## src/rtl/clk_div_pkg.sv

```systemverilog
// rtl/clk_div_pkg.sv - shared state type and default constants for the clock divider sequencer
package clk_div_pkg;

    typedef enum logic [1:0] {
        IDLE     = 2'd0,
        RUN      = 2'd1,
        STOPPING = 2'd2
    } state_t;

    localparam int DEF_CNT_W  = 8;
    localparam int DEF_HALF   = 3;
    localparam int DEF_PCNT_W = 16;

endpackage

```

## src/rtl/clk_div_sequencer_if.sv

```systemverilog
// rtl/clk_div_sequencer_if.sv - valid/ready configuration port of the clock divider sequencer
interface clk_div_sequencer_if
    import clk_div_pkg::*;
#(
    parameter int CNT_W = DEF_CNT_W
);
    logic             cfg_valid;
    logic [CNT_W-1:0] cfg_half;
    logic             cfg_ready;
    logic             cfg_err;

    modport master (output cfg_valid, output cfg_half, input cfg_ready, input cfg_err);
    modport slave  (input cfg_valid, input cfg_half, output cfg_ready, output cfg_err);
endinterface

```

## src/rtl/clk_div_core.sv

```systemverilog
// rtl/clk_div_core.sv - half-period counter, clk_out toggle and full-period boundary detect
module clk_div_core
    import clk_div_pkg::*;
#(
    parameter int CNT_W        = DEF_CNT_W,
    parameter int DEFAULT_HALF = DEF_HALF
) (
    input  logic             clk,
    input  logic             reset,
    input  logic             run,
    input  logic             load,
    input  logic [CNT_W-1:0] load_half,
    output logic             clk_out,
    output logic             boundary
);
    logic [CNT_W-1:0] count;
    logic [CNT_W-1:0] active_half;
    logic [CNT_W-1:0] last;
    logic             wrap;

    // active_half is never 0, so last never underflows
    assign last     = active_half - CNT_W'(1);
    assign wrap     = run && (count == last);
    assign boundary = wrap && clk_out;

    always_ff @(posedge clk or posedge reset) begin
        if (reset) begin
            count   <= '0;
            clk_out <= 1'b0;
        end else if (!run) begin
            count <= '0;
        end else if (wrap) begin
            count   <= '0;
            clk_out <= ~clk_out;
        end else begin
            count <= count + CNT_W'(1);
        end
    end

    always_ff @(posedge clk or posedge reset) begin
        if (reset) begin
            active_half <= CNT_W'(DEFAULT_HALF);
        end else if (load) begin
            active_half <= load_half;
        end
    end
endmodule

```

## src/rtl/clk_div_sequencer.sv

```systemverilog
// rtl/clk_div_sequencer.sv - glitch-free programmable clock divider; CLK_DIV_SEQ_PERIOD_CNT_EN adds period_count
module clk_div_sequencer
    import clk_div_pkg::*;
#(
    parameter int CNT_W        = DEF_CNT_W,
    parameter int DEFAULT_HALF = DEF_HALF
`ifdef CLK_DIV_SEQ_PERIOD_CNT_EN
    ,
    parameter int PCNT_W       = DEF_PCNT_W
`endif
) (
    input  logic                clk,
    input  logic                reset,
    input  logic                en,
    clk_div_sequencer_if.slave  cfg,
    output logic                clk_out,
    output logic                running,
    output logic                period_done
`ifdef CLK_DIV_SEQ_PERIOD_CNT_EN
    ,
    output logic [PCNT_W-1:0]   period_count
`endif
);
    state_t           state;
    state_t           state_nx;
    logic [CNT_W-1:0] pending;
    logic             pending_valid;
    logic             boundary;
    logic             xfer;
    logic             xfer_ok;
    logic             load;
    logic [CNT_W-1:0] load_half;

    assign xfer          = cfg.cfg_valid && cfg.cfg_ready;
    assign xfer_ok       = xfer && (cfg.cfg_half != '0);
    assign cfg.cfg_ready = !pending_valid;
    assign running       = (state != IDLE);

    always_comb begin
        state_nx  = state;
        load      = 1'b0;
        load_half = pending;
        case (state)
            IDLE: begin
                if (en) state_nx = RUN;
                // a value accepted on the final boundary cycle lands here
                if (pending_valid) begin
                    load = 1'b1;
                end else if (xfer_ok) begin
                    load      = 1'b1;
                    load_half = cfg.cfg_half;
                end
            end
            RUN: begin
                if (!en) state_nx = boundary ? IDLE : STOPPING;
                load = boundary && pending_valid;
            end
            STOPPING: begin
                if (en) state_nx = RUN;
                else if (boundary) state_nx = IDLE;
                load = boundary && pending_valid;
            end
            default: state_nx = IDLE;
        endcase
    end

    always_ff @(posedge clk or posedge reset) begin
        if (reset) begin
            state         <= IDLE;
            pending       <= '0;
            pending_valid <= 1'b0;
            period_done   <= 1'b0;
            cfg.cfg_err   <= 1'b0;
        end else begin
            state       <= state_nx;
            period_done <= boundary;
            cfg.cfg_err <= xfer && (cfg.cfg_half == '0);
            if (load) pending_valid <= 1'b0;
            if (xfer_ok && (state != IDLE)) begin
                pending       <= cfg.cfg_half;
                pending_valid <= 1'b1;
            end
        end
    end

    clk_div_core #(
        .CNT_W        (CNT_W),
        .DEFAULT_HALF (DEFAULT_HALF)
    ) u_core (
        .clk       (clk),
        .reset     (reset),
        .run       (running),
        .load      (load),
        .load_half (load_half),
        .clk_out   (clk_out),
        .boundary  (boundary)
    );

`ifdef CLK_DIV_SEQ_PERIOD_CNT_EN
    always_ff @(posedge clk or posedge reset) begin
        if (reset) begin
            period_count <= '0;
        end else if (period_done) begin
            period_count <= period_count + PCNT_W'(1);
        end
    end
`endif
endmodule

```

## src/flat_wrapper.sv

```systemverilog
// flat-port wrapper written by rule: the top's interface ports become plain ports
module clk_div_sequencer_flat import clk_div_pkg::*;
#(
    parameter int CNT_W        = DEF_CNT_W,
    parameter int DEFAULT_HALF = DEF_HALF

)
  (clk, reset, en, clk_out, running, period_done, cfg_cfg_valid, cfg_cfg_half, cfg_cfg_ready, cfg_cfg_err);
  clk_div_sequencer_if #(.CNT_W(CNT_W)) cfg_i ();
  input  logic clk;
  input  logic reset;
  input  logic en;
  output logic clk_out;
  output logic running;
  output logic period_done;
  input wire logic [$bits(cfg_i.cfg_valid)-1:0] cfg_cfg_valid;
  input wire logic [$bits(cfg_i.cfg_half)-1:0] cfg_cfg_half;
  output wire logic [$bits(cfg_i.cfg_ready)-1:0] cfg_cfg_ready;
  output wire logic [$bits(cfg_i.cfg_err)-1:0] cfg_cfg_err;
  assign cfg_i.cfg_valid = cfg_cfg_valid;
  assign cfg_i.cfg_half = cfg_cfg_half;
  assign cfg_cfg_ready = cfg_i.cfg_ready;
  assign cfg_cfg_err = cfg_i.cfg_err;
  clk_div_sequencer #(.CNT_W(CNT_W), .DEFAULT_HALF(DEFAULT_HALF)) u_core (.clk(clk), .reset(reset), .en(en), .cfg(cfg_i), .clk_out(clk_out), .running(running), .period_done(period_done));
endmodule
```

## config.mk

```make
export PLATFORM = sky130hd
export DESIGN_NAME = clk_div_sequencer_flat
export DESIGN_NICKNAME = d
export VERILOG_FILES = /design/src/rtl/clk_div_pkg.sv /design/src/rtl/clk_div_sequencer_if.sv /design/src/rtl/clk_div_core.sv /design/src/rtl/clk_div_sequencer.sv /design/src/flat_wrapper.sv
export SDC_FILE = /design/constraint.sdc
export NUM_CORES = 1
export LEC_CHECK = 0
export ABC_AREA = 1
export CORE_MARGIN = 2
export CORE_UTILIZATION = 45
export DETAILED_ROUTE_END_ITERATION = 8
export PLACE_DENSITY_LB_ADDON = 0.3
export SYNTH_ARGS = -nofsm -noshare
export SYNTH_HDL_FRONTEND = slang
export SYNTH_HIERARCHICAL = 1
export SYNTH_SLANG_ARGS = --single-unit
```

## constraint.sdc

```tcl
create_clock -name clk -period 2.73 [get_ports clk]
set_input_delay 0.273 -clock clk [delete_from_list [all_inputs] [get_ports clk]]
set_output_delay 0.273 -clock clk [all_outputs]
set_load 0.02 [all_outputs]
```

==> metrics.md, run 1 <==
| Metric | Value |
|---|---|
| Req. time, crit path | `slightly below 3 ns` |
| Setup Skew | `approximately 0.01 ns` |
| Root buffer cell | `clkbuf_8` |
| Routed length per instance | `11.58 um` |
| Fin area | `0.002171 sq mm` |
| Synth cell types | `28` |
| Synth async-reset ratio | `100.0%` |
| Syn Inst Count | `224` |
| Clock slew seen by the registers of the worst setup and hold paths | `approximately 0.070 ns` |
| CP Class | `reg -> reg` |
| CP Launch Point | `u_core/u_core/active_half[0]` |
| Initial drt markers | `55` |
| All-Layer GR Usage | `a little under a fifth` |
| Worst hold path class | `in -> async` |
| Sequential Area | `approximately 750 sq um` |
| Netlist Area Pre-Place | `0.001874 sq mm` |
| #FFs+latches synth | `30` |
| I/O pins | `17` |
| Hold WS | `0.3420 ns` |
| CTS sink count | `30` |
| CP cell instances | `inv_2 -> ha_2 -> nand2_1 -> nand2_1 -> nor3_2 -> nand2_1 -> nor2_4 -> nand3_1 -> inv_1 -> nand2_1 -> nand2_1 -> nand2_1 -> nand2_2 -> nand2_1 -> inv_2 -> mux2_2` |
| Sequential area share after synthesis | `between 40 and 50%` |
| CP max FO | `5` |
| Largest net degree at the start of global routing | `18` |
| Highest clock rate | `0.4047 GHz` |
| Arrival time at the worst endpoint | `2.64 ns` |
| Reg2Reg Depth | `16` |
| Initial Util | `46.86%` |
| Die Y | `68.54 um` |
| Vias in the first global route | `approximately 1400` |
| Fin crit period | `about 2.5 ns` |
| Avg Vias per Cell | `4.736` |
| Vias | `1402` |
| CP top delay family | `simple AND/OR/NAND/NOR gates` |
| Area post-placement | `0.002077 sq mm` |
| ANT nets after route | `0` |
| CTS tree | `yes` |
| Worst slew margin | `55.38%` |
| Worst r2r dst | `u_core/u_core/active_half[4]` |
| First-pass GRT wire length | `6196 um` |
| Max-cap viol count | `0` |
| NumNets Final | `about 260` |
| Max H-tree Level | `2` |
| Die area | `roughly 0.0047 sq mm` |
| Most used cell, CP | `nand2_1` |
| WL final | `3429 um` |
| Antenna violations before repair | `0` |
| Max clock buf depth | `2` |
| Worst slew pin tran | `0.6686 ns` |
| Slew Limit Fails | `0` |
| Worst setup EP type | `flip-flop` |
| Reg2reg setup slack | `0.26 ns` |
| Fin crit share | `90.51%` |
| Area occupied by multi-input gates | `962.2 sq um` |
| Origin of the critical flop-to-flop path | `u_core/u_core/active_half[0]` |
| DR DRC count | `0` |
| Leakage | `0.001051 uW` |
| RSZ-0062 raised after global routing | `no` |
| Accumulated negative setup slack | `0 ns` |
| Placed Instances | `around 290` |
| Cell Rows | `23` |
| Area grow syn2layout | `15.82%` |
| Synth Net Count | `242` |
| Die Wd | `68.54 um` |
| Most used DFF post-synth | `dfrtp_1` |
| Layout cells sized above 1 | `26.83%` |
| Final Util | `54.27%` |
| Syn avg cell area | `between 8 and 9 sq um` |
| Post-Layout Cell Count | `296` |
| Post-synth EDFFs | `0` |
| Ant. Diodes | `0` |
| Startpoint Class | `flip-flop` |
| PwrDens | `~1100 mW/mm^2` |
| Cts bufs inserted | `5` |
| Worst VDD drop | `between 0.4 and 0.5 mV` |
| RD Place Congestion | `slightly below 0.9` |
| Core area | `0.004000 sq mm` |
| Warnings from Yosys | `6` |
| Outcome | `finished clean` |
| Detail Placement HPWL | `2589 um` |
| DR pass1 iterations | `4` |
| # setup viols final | `0` |
| Total grt overflow | `0` |
| WP buf/inv | `3` |
| Critical path's slowest cell | `dfstp_2` |
| Fin. Hold Viols | `0` |
| Worst skew pair latency | `between 0.2 and 0.3 ns` |
| Fillcell total | `391` |
| Worst path max stage delay | `0.57 ns` |
| Buffers on Ports | `16` |
[stage by stage]
| stage | worst slack (ns) | power (uW) |
|---|---|---|
| finish | 0.2591 | 2286 |
| global route | 0.02057 | 2511 |
| CTS | 0.1670 | 2306 |
| detailed placement | 0.1736 | 1931 |
| global placement | 0.2463 | 1911 |
| floorplan | 0.1771 | 1682 |
[synthesized netlist by cell type, types with 3 or more instances]
cell,n,area (sq um)
dfrtp_1,28,700.7
nand2_1,55,206.5
nand3_1,11,55.05
o21ai_2,9,78.83
o21ai_0,7,35.03
nor2_4,4,45.04
nor2_2,12,75.07
xor2_1,7,61.31
o21ai_1,9,45.04
mux2_2,3,33.78
nand2_2,10,62.56
ha_1,6,75.07
inv_2,9,33.78
nor2_1,8,30.03
inv_1,26,97.59
[logic make-up after synthesis]
group / share of synthesized area, %
fa+ha+maj: 4.005
xor+xnor: 4.206
flops: 40.19
buf+inv: 8.878
simple gates: 31.98
compound gates: 8.945
mux: 1.802
[worst reg2reg max path: stages, from the launching register on]
cell and delay, ns:
dfstp_2 0.57, inv_2 0.07, ha_2 0.29, nand2_1 0.07, nand2_1 0.05, nor3_2 0.15
nand2_1 0.11, nor2_4 0.12, nand3_1 0.10, inv_1 0.09, nand2_1 0.05, nand2_1 0.05
nand2_1 0.06, nand2_2 0.07, nand2_1 0.08, inv_2 0.09, mux2_2 0.33
[state kept, by name, summed over array words and instances (netlist names)]
| name | count |
|---|---|
| u_core/state | 2 |
| u_core/pending_valid | 1 |
| u_core/u_core/clk_out | 1 |
| u_core/period_done | 1 |
| u_core/pending | 8 |
| u_core/u_core/count | 8 |
| u_core/u_core/active_half | 8 |
| u_core/cfg.cfg_err | 1 |
[worst max path at each step]
stage	endpoint	cells past startpoint
2_1_floorplan	u_core/u_core/active_half[2]	17
3_3_place_gp	u_core/u_core/active_half[4]	16
3_5_place_dp	u_core/u_core/active_half[5]	16
4_1_cts	u_core/u_core/active_half[5]	16
5_1_grt	u_core/u_core/active_half[5]	16
6_report	u_core/u_core/active_half[4]	16
[area by class of cell]
type / instances / area share [%]
clock buffer: 7 / 3.977
inverter: 35 / 6.052
multi-input combinational: 156 / 44.32
sequential: 30 / 34.70
tap: 50 / 2.882
timing repair buffer: 18 / 8.069
[what timing repair did]
action / in CTS / in global routing
endpoints found under the setup margin: 0 / 8
hold buffers: 0 / 0
gates resized for setup: 0 / 3
buffers inserted: 0 / 0
[metal layers]
| metal | vias to the layer above | routed length, um | track usage, % | part of all wire [%] |
|---|---|---|---|---|
| li1 | 741 | - | - | - |
| met1 | 634 | 1661 | 24.28 | 48 |
| met2 | 19 | 1580 | 27.16 | 46 |
| met3 | 8 | 114 | 4.383 | 3.3 |
| met4 | 0 | 72 | 9.000 | 2.1 |
| met5 | - | 0 | 0 | 0 |
[cell usage in the layout (no fill, tap or decap), types with 9 or more instances in the layout]
cell             count
clkdlybuf4s50_1     16
dfrtp_1             28
inv_1               25
inv_2               10
nand2_1             55
nand2_2             10
nand3_1             11
nor2_2              12
o21ai_1              9
o21ai_2              9
[report_power, final]
part	total, uW	leakage [uW]	internal (uW)	switching [uW]
Sequential	757	0.000385	610	146
Combinational	1170	0.000622	481	687
Clock	362	0.0000443	200	162
Note: power is estimated with default switching activity, not from simulation.
==> run 2: changes to the inputs <==
--- a/config.mk
+++ b/config.mk
@@ -12,5 +12,4 @@
 export PLACE_DENSITY_LB_ADDON = 0.3
 export SYNTH_ARGS = -nofsm -noshare
 export SYNTH_HDL_FRONTEND = slang
-export SYNTH_HIERARCHICAL = 1
 export SYNTH_SLANG_ARGS = --single-unit
==> metrics.md, run 2 <==
| Metric | Value |
|---|---|
| Comb power frac | `48.5% (-2.6 points)` |
| WP buf/inv | `3 (unchanged)` |
| Initial drt markers | `107 (+95%)` |
| Pre-CTS setup slack | `0.5067 ns (+0.3331 ns)` |
| WP depth | `4 (-12)` |
| Accumulated negative setup slack | `0 ns (unchanged)` |
| Fin area | `0.002177 sq mm (+0.29%)` |
| Area occupied by multi-input gates | `963.4 sq um (+0.13%)` |
| Ant. Diodes | `0 (unchanged)` |
| Vias | `1623 (+16%)` |
| Worst hold path class | `in -> async` |
| PostCTS Resize Cnt | `0 (unchanged)` |
| Flop pwr share | `33.0% (about the same)` |
| CP top delay family | `buffers and inverters` |
| CP cell instances | `inv_1 -> ha_1 -> inv_1 -> clkdlybuf4s50_1` |
| Clock Power Share | `18.6% (+2.8 points)` |
| Sequential Area | `753.2 sq um (unchanged)` |
| Area leader, netlist | `dfrtp_1` |
| Fin. Hold Viols | `0 (unchanged)` |
| Syn avg cell area | `7.363 sq um (-12%)` |
| Antenna violations before repair | `0 (unchanged)` |
| Core area | `0.003971 sq mm (-0.72%)` |
| Reg2Reg Depth | `14 (-2)` |
| Synth async-reset ratio | `100.0% (unchanged)` |
| Worst slew margin | `60.41% (+5.0 points)` |
| Cell Rows | `23 (unchanged)` |
| Max clock buf depth | `2 (unchanged)` |
| Startpoint Class | `flip-flop` |
| Cell-internal power | `1338 uW (+3.7%)` |
| Worst VDD drop | `0.4280 mV (-12%)` |
| Setup Skew | `0.006971 ns (-0.003160 ns)` |
| Worst skew pair latency | `0.28 ns (about the same)` |
| Root buffer cell | `clkbuf_8` |
| Commonest non-fill, non-tap cell in the layout | `nand2_1` |
| Hold-fix buffers at CTS | `0 (unchanged)` |
| Routed length per instance | `11.62 um (+0.33%)` |
| Worst path max stage delay | `0.67 ns (+0.10 ns)` |
| ANT nets after route | `0 (unchanged)` |
| Synth cell types | `23 (-18%)` |
| Leakage | `0.001095 uW (+4.1%)` |
| Largest net degree at the start of global routing | `31 (+13)` |
| Most used DFF post-synth | `dfrtp_1` |
| Fin crit period | `2.224 ns (-0.2466 ns)` |
| Die Y | `68.09 um (-0.66%)` |
| CTS sink count | `30 (unchanged)` |
| #FFs+latches synth | `30 (unchanged)` |
| Largest regs | `u_core.pending x8, u_core.u_core.active_half x8, u_core.u_core.count x8` |
| Req. time, crit path | `2.46 ns (-0.44 ns)` |
| Highest clock rate | `0.4496 GHz (+11%)` |
| Design Power | `2399 uW (+4.9%)` |
| WL final | `3754 um (+9.5%)` |
| Most used cell, CP | `inv_1` |
| Vias in the first global route | `1547 (+13%)` |
| Synth Net Count | `269 (+11%)` |
| Most frequent cell after synthesis | `nand2_1` |
| Avg Vias per Cell | `5.025 (+6.1%)` |
| Sequential area share after synthesis | `40.76% (+0.57 points)` |
| # setup viols final | `0 (unchanged)` |
| Syn Inst Count | `251 (+12%)` |
| Final WS setup | `0.5057 ns (+0.2466 ns)` |
| Netlist Area Pre-Place | `0.001848 sq mm (-1.4%)` |
| Cts bufs inserted | `5 (unchanged)` |
| CP endpoint | `running` |
| Detail Placement HPWL | `2910 um (+12%)` |
| Max-cap viol count | `0 (unchanged)` |
| Fillcell total | `393 (+0.51%)` |
| Switching Share | `44.21% (+0.69 points)` |
| Worst setup EP type | `output port` |
| Yosys top cell area share | `37.91% (+0.53 points)` |
| Postcts setup bufs | `0 (unchanged)` |
| DR pass1 iterations | `4 (unchanged)` |
| RSZ-0062 raised after global routing | `no` |
| NumNets Final | `290 (+9.8%)` |
| Arrival time at the worst endpoint | `1.95 ns (-0.69 ns)` |
| Worst slew pin tran | `0.5916 ns (-0.07703 ns)` |
| Critical path's slowest cell | `clkdlybuf4s50_1` |
| Outcome | `finished clean` |
| Most frequent cells in the layout | `nand2_1 (78), inv_1 (30), nand3_1 (30), dfrtp_1 (28), nor2_1 (24)` |
| Die area | `0.004636 sq mm (-1.3%)` |
| Area grow syn2layout | `17.81%` |
| CP max FO | `11 (+6)` |
| Layout cells sized above 1 | `10.26% (-17 points)` |
| Area post-placement | `0.002063 sq mm (-0.66%)` |
| Slew Limit Fails | `0 (unchanged)` |
| I/O pins | `17 (unchanged)` |
| Buffers on Ports | `16 (unchanged)` |
| RD Place Congestion | `0.8713 (-0.64%)` |
| Reg2reg setup slack | `0.51 ns (+0.25 ns)` |
| Total grt overflow | `0 (unchanged)` |
| Die Wd | `68.09 um (-0.66%)` |
| Initial Util | `46.53% (-0.32 points)` |
| Top area cells in the synthesized netlist | `dfrtp_1 (38%), nand2_1 (16%), nand3_1 (8.1%)` |
| CP Launch Point | `u_core.state[0]` |
| Net Sw Power | `1060 uW (+6.6%)` |
| Clock slew seen by the registers of the worst setup and hold paths | `0.07 ns (about the same)` |
| All-Layer GR Usage | `18.95% (+0.85 points)` |
| PwrDens | `1102 mW/mm^2 (+4.6%)` |
| Worst r2r dst | `u_core.pending_valid` |
| Hold WS | `0.3633 ns (+0.02125 ns)` |
| CTS tree | `yes` |
| Origin of the critical flop-to-flop path | `u_core.state[0]` |
| First-pass GRT wire length | `6548 um (+5.7%)` |
| Synth top cells by count | `nand2_1 (78), inv_1 (30), nand3_1 (30)` |
| Max H-tree Level | `2 (unchanged)` |
| Post-synth EDFFs | `0 (unchanged)` |
| Fin crit share | `81.48% (-9.0 points)` |
| DR DRC count | `0 (unchanged)` |
| CP Class | `reg -> out` |
| Warnings from Yosys | `0 (-6)` |
-- run 2: cell types whose count changed after synthesis, sizes merged, moves of 5 or more --
cell and change:
nand3 +16, inv -5, nand2 +15, a21oi +5, nor2 +5, o21ai -16
-- run 2: kinds of logic after synthesis --
logic type,share of synthesized area (%)
compound gates,3.995
xor+xnor,4.266
fa+ha+maj,4.062
buf+inv,7.109
flops,40.76
mux,3.046
simple gates,36.76
-- run 2: worst register-to-register path, cell delays in order, from the launching register on --
cell and delay, ns:
dfrtp_1 0.40, inv_1 0.09, ha_1 0.24, inv_1 0.28, nand2_1 0.10, nor2_1 0.10
nand2_1 0.07, nor2_2 0.12, nand3_1 0.09, nor2_2 0.13, nand4_2 0.12, nand2_4 0.14
nand2_4 0.09, nand2_1 0.08, nand2_1 0.04
-- run 2: power groups by stage --
stage	logic, uW	clock network (uW)	registers, uW
2_1_floorplan	929	0	751
3_3_place_gp	1140	0	789
3_5_place_dp	1160	0	796
4_1_cts	1170	464	790
5_1_grt	1350	488	813
6_report	1160	445	791
-- run 2: layout make-up --
class	instances	share of cell area, %
clock buffers	5	3.161
clock inverters	3	2.069
inverters	31	5.345
multi-input cells	187	44.25
flip-flops and latches	30	34.60
well taps	50	2.874
repair buffers	17	7.701
-- run 2: layer usage --
layer  up-vias  wire (um)  track usage, %  part of all wire [%]
met1       756       1747           22.60                    47
met3         4        129           5.263                   3.4
li1        835          -               -                     -
met2        28       1835           31.92                    49
met5         -          0               0                     0
met4         0         41           8.000                   1.1
-- run 2: worst min path at each step --
| stage | start | end |
|---|---|---|
| floorplan | reset | u_core.cfg.cfg_err |
| global placement | u_core.u_core.active_half[0] | u_core.u_core.active_half[0] |
| detailed placement | u_core.u_core.active_half[0] | u_core.u_core.active_half[0] |
| CTS | reset | u_core.pending[6] |
| global route | reset | u_core.u_core.active_half[5] |
| finish | reset | u_core.pending[1] |
-- run 2: per-stage QoR --
stage / utilization [%] / std cells
2_1_floorplan: - / 251
3_3_place_gp: 51.95 / 315
5_1_grt: 54.82 / 323
3_5_place_dp: 51.95 / 315
6_report: 54.82 / 323
4_1_cts: 54.82 / 323
==> run 3: changes to the inputs <==
==> constraint.sdc (replaced) <==
create_clock -name clk -period 2.15 [get_ports clk]
set_input_delay 0.215 -clock clk [delete_from_list [all_inputs] [get_ports clk]]
set_output_delay 0.215 -clock clk [all_outputs]
set_load 0.02 [all_outputs]
==> metrics.md, run 3 (synthesis gave the netlist of run 2 again) <==
| Metric | Value |
|---|---|
| Routed length per instance | `11.54 um (-0.69%)` |
| ANT nets after route | `0 (unchanged)` |
| Fin. Hold Viols | `0 (unchanged)` |
| Startpoint Class | `flip-flop` |
| CP top delay family | `simple AND/OR/NAND/NOR gates` |
| Area grow syn2layout | `22.00%` |
| Req. time, crit path | `2.32 ns (-0.14 ns)` |
| Clock slew seen by the registers of the worst setup and hold paths | `0.07 ns (about the same)` |
| Worst path max stage delay | `0.55 ns (-0.12 ns)` |
| Area occupied by multi-input gates | `0.001012 sq mm (+5.1%)` |
| Worst r2r dst | `u_core.u_core.active_half[6]` |
| RD Place Congestion | `0.8599 (-1.3%)` |
| Worst setup EP type | `flip-flop` |
| CTS tree | `yes` |
| Most used cell, CP | `nand2_1` |
| Die Wd | `68.09 um (unchanged)` |
| Commonest non-fill, non-tap cell in the layout | `nand2_1` |
| CP max FO | `9 (-2)` |
| Worst slew margin | `74.53% (+14 points)` |
| I/O pins | `17 (unchanged)` |
| Arrival time at the worst endpoint | `2.18 ns (+0.23 ns)` |
| Sequential Area | `753.2 sq um (unchanged)` |
| Worst skew pair latency | `0.28 ns (about the same)` |
| Cell Rows | `23 (unchanged)` |
| Critical path's slowest cell | `dfstp_2` |
| Origin of the critical flop-to-flop path | `u_core.u_core.active_half[1]` |
| Vias | `1645 (+1.4%)` |
| Vias in the first global route | `1439 (-7.0%)` |
| Initial Util | `46.53% (unchanged)` |
| Outcome | `finished clean` |
| CP Launch Point | `u_core.u_core.active_half[1]` |
| CP Class | `reg -> reg` |
| Reg2Reg Depth | `12 (-2)` |
| Max-cap viol count | `0 (unchanged)` |
| RSZ-0062 raised after global routing | `no` |
| WP depth | `12 (+8)` |
| Antenna violations before repair | `0 (unchanged)` |
| Cts bufs inserted | `5 (unchanged)` |
| WL final | `3809 um (+1.5%)` |
| Leakage | `0.001141 uW (+4.3%)` |
| PwrDens | `1388 mW/mm^2 (+26%)` |
| Avg Vias per Cell | `4.985 (-0.79%)` |
| Design Power | `3130 uW (+31%)` |
| Max clock buf depth | `2 (unchanged)` |
| Worst VDD drop | `0.6458 mV (+51%)` |
| Worst hold path class | `in -> async` |
| Highest clock rate | `0.4972 GHz` |
| Initial drt markers | `84 (-21%)` |
| Slew Limit Fails | `0 (unchanged)` |
| Max H-tree Level | `2 (unchanged)` |
| Largest net degree at the start of global routing | `31 (unchanged)` |
| Fillcell total | `374 (-4.8%)` |
| Most frequent cells in the layout | `nand2_1 (78), inv_1 (29), nand3_1 (29), dfrtp_1 (28), nor2_1 (23)` |
| All-Layer GR Usage | `18.51% (-0.44 points)` |
| # setup viols final | `0 (unchanged)` |
| Core area | `0.003971 sq mm (unchanged)` |
| Layout cells sized above 1 | `13.93% (+3.7 points)` |
| CP cell instances | `inv_1 -> ha_4 -> xor2_1 -> nand2_1 -> nor2_2 -> nand3_2 -> nor2_4 -> nand4_4 -> nand2_4 -> nand2_8 -> nand2_1 -> nand2_1` |
| Fin crit period | `2.011 ns` |
| Accumulated negative setup slack | `0 ns (unchanged)` |
| Die Y | `68.09 um (unchanged)` |
| Largest regs | `u_core.pending x8, u_core.u_core.active_half x8, u_core.u_core.count x8` |
| WP buf/inv | `1 (-2)` |
| Worst slew pin tran | `0.3797 ns (-0.2119 ns)` |
| Total grt overflow | `0 (unchanged)` |
| Ant. Diodes | `0 (unchanged)` |
| Setup Skew | `0.005206 ns (-0.001765 ns)` |
| Reg2reg setup slack | `0.14 ns (-0.37 ns)` |
| Die area | `0.004636 sq mm (unchanged)` |
| Fin crit share | `approximately 94%` |
| DR pass1 iterations | `5 (+1)` |
| NumNets Final | `297 (+2.4%)` |
| Detail Placement HPWL | `2849 um (-2.1%)` |
| CP endpoint | `u_core.u_core.active_half[6]` |
| DR DRC count | `0 (unchanged)` |
| Buffers on Ports | `16 (unchanged)` |
| Root buffer cell | `clkbuf_8` |
| CTS sink count | `30 (unchanged)` |
| First-pass GRT wire length | `6361 um (-2.9%)` |
-- run 3: cell types whose count changed in the layout (fill, tap and decap cells not counted), sizes merged --
cell	previous run	this run
buf	1	7
bufinv	1	0
nand2	83	84
clkinvlp	2	1
clkbuf	5	6
clkdlybuf4s50	16	15
dlymetal6s2s	0	1
clkinv	1	2
-- run 3: what timing repair did --
action                                  4_1_cts  5_1_grt
gates resized for setup                       0        9
setup buffers                                 0        2
endpoints found under the setup margin        0       12
hold buffers                                  0        0
-- run 3: final cells by class --
type	instances	share of cell area (%)
clock buffer	6	3.663
clock inverter	2	0.5549
inverter	31	5.161
multi-input combinational	188	44.89
sequential	30	33.41
tap	50	2.775
timing repair buffer	23	9.545
-- run 3: through the flow --
stage | std cells | setup WS [ns] | cell area, sq um | hold WS (ns) | utilization (%)
after floorplan | 251 | 0.2015 | 1848 | 0.3043 | -
after global placement | 319 | 0.1488 | 2093 | 0.4725 | 52.71
after detailed placement | 319 | 0.09785 | 2093 | 0.4766 | 52.71
after CTS | 327 | 0.04330 | 2188 | 0.3185 | 55.10
after global routing | 330 | 0.0008968 | 2255 | 0.3646 | 56.77
final | 330 | 0.1389 | 2255 | 0.3018 | 56.77
-- run 3: routing by layer --
layer / share of wire [%] / GRT usage, % / up-vias
met4: 1.7 / 6.750 / 0
met2: 47 / 29.85 / 30
li1: - / - / 861
met3: 2.9 / 3.947 / 7
met5: 0 / 0 / -
met1: 48 / 24.43 / 747
-- run 3: how the worst min path moves through the flow --
stage / startpoint / endpoint / slack, ns / cells past startpoint
global placement: u_core.u_core.active_half[0] / u_core.u_core.active_half[0] / 0.47 / 2
finish: reset / u_core.pending[5] / 0.30 / 3
detailed placement: u_core.u_core.active_half[0] / u_core.u_core.active_half[0] / 0.48 / 2
floorplan: reset / u_core.cfg.cfg_err / 0.30 / 1
CTS: reset / u_core.pending[4] / 0.32 / 3
global route: reset / u_core.u_core.active_half[7] / 0.36 / 3
-- run 3: power breakdown --
group | total, uW | internal (uW) | switching, uW | leakage, uW
sequential | 1000 | 789 | 215 | 0.000373
clock | 480 | 257 | 223 | 0.0000472
combinational | 1650 | 652 | 993 | 0.000721
total | 3130 | 1700 | 1430 | 0.00114
-- run 3: worst min-delay path, delay by kind of cell --
kind | cells | cell delay [ns]
buf+inv | 3 | 0.78
